`src/rtl/serial_adder_if.sv`:
```
// rtl/serial_adder_if.sv - start/operand/result bundle for the bit-serial adder
interface serial_adder_if #(
  parameter int WIDTH = 8
);
  logic             start;
  logic [WIDTH-1:0] a;
  logic [WIDTH-1:0] b;
  logic             c_in;
  logic             busy;
  logic             done;
  logic [WIDTH-1:0] sum;
  logic             c_out;

  modport master (
    output start, a, b, c_in,
    input  busy, done, sum, c_out
  );

  modport slave (
    input  start, a, b, c_in,
    output busy, done, sum, c_out
  );
endinterface

```
`src/rtl/serial_adder.sv`:
```
// rtl/serial_adder.sv - bit-serial adder: one full-adder cell plus carry flop, LSB first
module serial_adder #(
  parameter int WIDTH = 8
) (
  input  logic          clk,
  input  logic          rst_n,
  serial_adder_if.slave bus
);

  localparam int CNT_W = (WIDTH > 2) ? $clog2(WIDTH) : 1;
  localparam logic [CNT_W-1:0] CNT_LAST = CNT_W'(WIDTH - 1);

  typedef enum logic {
    IDLE  = 1'b0,
    SHIFT = 1'b1
  } state_t;

  state_t             state_q, state_d;
  logic [WIDTH-1:0]   a_sr_q, a_sr_d;
  logic [WIDTH-1:0]   b_sr_q, b_sr_d;
  logic               carry_q, carry_d;
  logic [WIDTH-2:0]   ps_q, ps_d;
  logic [CNT_W-1:0]   cnt_q, cnt_d;
  logic [WIDTH-1:0]   sum_q, sum_d;
  logic               c_out_q, c_out_d;
  logic               done_q, done_d;

  logic               fa_s;
  logic               fa_co;
  logic [WIDTH-1:0]   ps_cat;

  always_comb begin
    fa_s  = a_sr_q[0] ^ b_sr_q[0] ^ carry_q;
    fa_co = (a_sr_q[0] & b_sr_q[0]) | (carry_q & (a_sr_q[0] ^ b_sr_q[0]));
  end

  // The newest cell output enters at the top; after WIDTH shifts bit 0 sits at the bottom.
  assign ps_cat = {fa_s, ps_q};

  always_comb begin
    state_d = state_q;
    a_sr_d  = a_sr_q;
    b_sr_d  = b_sr_q;
    carry_d = carry_q;
    ps_d    = ps_q;
    cnt_d   = cnt_q;
    sum_d   = sum_q;
    c_out_d = c_out_q;
    done_d  = 1'b0;

    unique case (state_q)
      IDLE: begin
        if (bus.start) begin
          a_sr_d  = bus.a;
          b_sr_d  = bus.b;
          carry_d = bus.c_in;
          ps_d    = '0;
          cnt_d   = '0;
          state_d = SHIFT;
        end
      end
      SHIFT: begin
        a_sr_d  = a_sr_q >> 1;
        b_sr_d  = b_sr_q >> 1;
        carry_d = fa_co;
        ps_d    = ps_cat[WIDTH-1:1];
        if (cnt_q == CNT_LAST) begin
          sum_d   = ps_cat;
          c_out_d = fa_co;
          done_d  = 1'b1;
          state_d = IDLE;
        end else begin
          cnt_d = cnt_q + CNT_W'(1);
        end
      end
      default: state_d = IDLE;
    endcase
  end

  always_ff @(posedge clk or negedge rst_n) begin
    if (!rst_n) begin
      state_q <= IDLE;
      a_sr_q  <= '0;
      b_sr_q  <= '0;
      carry_q <= 1'b0;
      ps_q    <= '0;
      cnt_q   <= '0;
      sum_q   <= '0;
      c_out_q <= 1'b0;
      done_q  <= 1'b0;
    end else begin
      state_q <= state_d;
      a_sr_q  <= a_sr_d;
      b_sr_q  <= b_sr_d;
      carry_q <= carry_d;
      ps_q    <= ps_d;
      cnt_q   <= cnt_d;
      sum_q   <= sum_d;
      c_out_q <= c_out_d;
      done_q  <= done_d;
    end
  end

  assign bus.busy  = (state_q == SHIFT);
  assign bus.done  = done_q;
  assign bus.sum   = sum_q;
  assign bus.c_out = c_out_q;

endmodule

```
`src/flat_wrapper.sv`:
```
// flat-port wrapper written by rule: the top's interface ports become plain ports
module serial_adder_flat 
#(
  parameter int WIDTH = 8
)
  (clk, rst_n, bus_start, bus_a, bus_b, bus_c_in, bus_busy, bus_done, bus_sum, bus_c_out);
  serial_adder_if #(.WIDTH(WIDTH)) bus_i ();
  input  logic clk;
  input  logic rst_n;
  input wire logic [$bits(bus_i.start)-1:0] bus_start;
  input wire logic [$bits(bus_i.a)-1:0] bus_a;
  input wire logic [$bits(bus_i.b)-1:0] bus_b;
  input wire logic [$bits(bus_i.c_in)-1:0] bus_c_in;
  output wire logic [$bits(bus_i.busy)-1:0] bus_busy;
  output wire logic [$bits(bus_i.done)-1:0] bus_done;
  output wire logic [$bits(bus_i.sum)-1:0] bus_sum;
  output wire logic [$bits(bus_i.c_out)-1:0] bus_c_out;
  assign bus_i.start = bus_start;
  assign bus_i.a = bus_a;
  assign bus_i.b = bus_b;
  assign bus_i.c_in = bus_c_in;
  assign bus_busy = bus_i.busy;
  assign bus_done = bus_i.done;
  assign bus_sum = bus_i.sum;
  assign bus_c_out = bus_i.c_out;
  serial_adder #(.WIDTH(WIDTH)) u_core (.clk(clk), .rst_n(rst_n), .bus(bus_i));
endmodule
```
`config.mk`:
```
export PLATFORM = sky130hd
export DESIGN_NAME = serial_adder_flat
export DESIGN_NICKNAME = d
export VERILOG_FILES = /design/src/rtl/serial_adder_if.sv /design/src/rtl/serial_adder.sv /design/src/flat_wrapper.sv
export SDC_FILE = /design/constraint.sdc
export NUM_CORES = 1
export LEC_CHECK = 0
export BUFFER_PORTS_ARGS = -buffer_cell sky130_fd_sc_hd__buf_2
export CAP_MARGIN = 25
export CORE_MARGIN = 2
export CORE_UTILIZATION = 55
export DETAILED_ROUTE_END_ITERATION = 16
export HOLD_SLACK_MARGIN = 0.12
export PLACE_DENSITY = 0.77
export SYNTH_ARGS = -nofsm -noshare
export SYNTH_HDL_FRONTEND = slang
export SYNTH_SLANG_ARGS = --single-unit
```
`constraint.sdc`:
```
create_clock -name clk -period 4.1 [get_ports clk]
set_clock_uncertainty 0.1 [all_clocks]
set_input_delay 0 -clock clk [delete_from_list [all_inputs] [get_ports clk]]
set_output_delay 0 -clock clk [all_outputs]
set_load 0.05 [all_outputs]
```
==> metrics.yaml <==
yosys_warnings: 0
tightest_slew_ns: 0.9067
clkSinkCount: 38
syn_to_final_growth_pct: 28.14
fp.coreArea_um2: 2758
met2_length_um: 1526
clockBufferDepth: 2
powerDensity_nw_per_um2: 729.3
grt_pass1_wl_um: 5099
die_w_um: 58.03
drtIter0Drc: 18
start_util: 0.5821
vias_per_cell: 5.373
grt_pass1_vias: 1121
max_slew_margin: 0.3955
final_nets: 200
diodes: 0
final.setup.tns_ns: 0
syn_area_per_cell_um2: 12.64
hold_viol: 0
wl_per_cell_um: 14.24
ys_ff_latch: 38
ant_nets: 0
start_kind: "flip-flop"
numCtsBuffers: 5
wl_met3_um: 148
p_leak_nw: 1.041
path_cells: "buf_4 > nand2_4 > mux2_2"
htree_num_levels: 2
crit_required_ns: 4.23
grt_max_degree: 39
remaining_drc_errors: 0
grt-ovfl-total: 0
gp_congestion: 0.6916
cts_tree: "built"
dp_hpwl_um: 1897
dieHeight_um: 58.03
io_buffers: 30
cp-end-kind: "flip-flop"
clock.fmax_mhz: 522.7
ioPinCount: 31
seq_area_frac_synth: 0.5924
hold_path.class: "input pin to async pin"
synth.distinct_cells: 18
highest_layer: "met4"
slew_violations: 0
syn_nets: 150
clock-root-buffer: "clkbuf_4"
ctsResizeCount: 0
finalSetupViolCount: 0
die-area_um2: 3367
rsz0062_at_grt: "no"
drive_above_1_share: 0.2921
syn_area_um2: 1605
multi_input_area_um2: 609.3
arrival_ns: 2.04
synthCells: 127
firstDrtPassIters: 4
num-fill-cells: 195
layout.area.seq_um2: 950.9
clkLatencyLatePin_ns: 0.34
antenna_found_initial: 0
path_clk_slew_ns: 0.12
slowest_delay_ns: 0.95
vias: 1123
crit_type: "flip-flop to flip-flop"
holdWs_ns: 0.1716
wl_met1_um: 1252
ir_worst_vdd_mv: 0.5784
cap_violations: 0
drt_wl_total_um: 2977
post-route-min-period_ns: 1.913
outcome: "complete, no violations"
critical_path.max_fanout: 34
grtUsageTotal: 0.2088
rows: 19
critical-path-slowest-cell: "dfrtp_1"
fin_crit_sh: 0.4666
[path summary, 6_finish.rpt]
kind | start | end | slack (ns) | cells past startpoint
max in group asynchronous | rst_n | u_core.ps_q[2] | 3.21 | 2
worst max register to register | u_core.bus.busy | u_core.bus.c_out | 2.19 | 3
min in group clk | bus_b[7] | u_core.b_sr_q[7] | 0.34 | 4
worst max-delay path | u_core.bus.busy | u_core.bus.c_out | 2.19 | 3
worst min-delay path | rst_n | u_core.cnt_q[2] | 0.17 | 2
worst min register to register | u_core.b_sr_q[6] | u_core.b_sr_q[5] | 0.40 | 2
[state kept, by name (all words and copies together) (netlist names)]
name / cells
u_core.a_sr_q: 8
u_core.b_sr_q: 8
u_core.bus.busy: 1
u_core.bus.c_out: 1
u_core.bus.done: 1
u_core.bus.sum: 8
u_core.carry_q: 1
u_core.cnt_q: 3
u_core.ps_q: 7
[cells in the final DEF, fill, tap and decap left out, types with 2 or more instances in the layout]
cell type       n
nand2_1        17
clkbuf_4        5
mux2_2         11
dlygate4sd3_1  19
a22o_1          8
nand2b_1        2
ha_1            2
buf_2          30
bufinv_16       2
mux2i_1        17
dfrtp_1        38
nor2_1          2
o21ai_0        17
[cells in the mapped netlist (all sizes together)]
cell type	n	share of area
o21ai	17	0.053
inv	1	0.0023
a22o	8	0.044
clkbuf	1	0.0023
dfrtp	38	0.59
nand2	18	0.047
mux2	11	0.077
fa	1	0.012
a21oi	1	0.0031
buf	6	0.023
mux2i	17	0.11
ha	2	0.016
xnor2	1	0.0055
nand2b	2	0.0078
nor2	3	0.0086
[critical path, delay by kind of cell, from the launching register on]
family	cells	cell delay (ns)
mux	1	0.29
simple gates	1	0.12
buf+inv	1	0.34
flops	1	0.95
[metrics by stage]
stage	area, um^2	cells	util	setup slack (ns)	total power [W]
after floorplan	1605	127	-	2.560	0.001054
after global placement	1760	182	0.6384	2.259	0.001157
after detailed placement	1760	182	0.6384	2.178	0.001186
after CTS	2057	209	0.7459	2.171	0.001512
after global routing	2057	209	0.7459	2.044	0.001600
final	2057	209	0.7459	2.187	0.001500
[layout make-up]
cell class / instances / area share
multi-input cells: 81 / 0.2962
flip-flops and latches: 38 / 0.4623
repair buffers: 50 / 0.1691
clock inverters: 3 / 0.03346
clock buffers: 5 / 0.01825
inverters: 1 / 0.001825
well taps: 31 / 0.01886
[timing repair]
item	CTS	global route
buffers inserted	0	0
endpoints found under the hold margin	57	0
hold buffers	19	0
[report_power, final]
part,internal (W),total (W),switching (W)
clock,0.000191,0.000314,0.000123
sequential,0.000519,0.000642,0.000123
combinational,0.000229,0.000544,0.000315
total,0.000939,0.00150,0.000561
[per-layer routing]
layer,global-route usage,vias to the layer above
li1,-,545
met1,0.2439,542
met2,0.3555,28
met3,0.07589,8
met4,0.07309,0
met5,0,-
[cells by family (layout without fill, tap and decap cells)]
group,Yosys count,count (layout),share of synthesized area
and+or+nand+nor,23,23,0.06314
xor gates and xnor gates,1,1,0.005457
adders and majority gates,3,3,0.02806
AOI/OAI and AO/OA,26,26,0.09976
buffers and inverters,8,59,0.02805
muxes,28,28,0.1832
DFF,38,38,0.5924
Power figures use the tool's default switching activity.
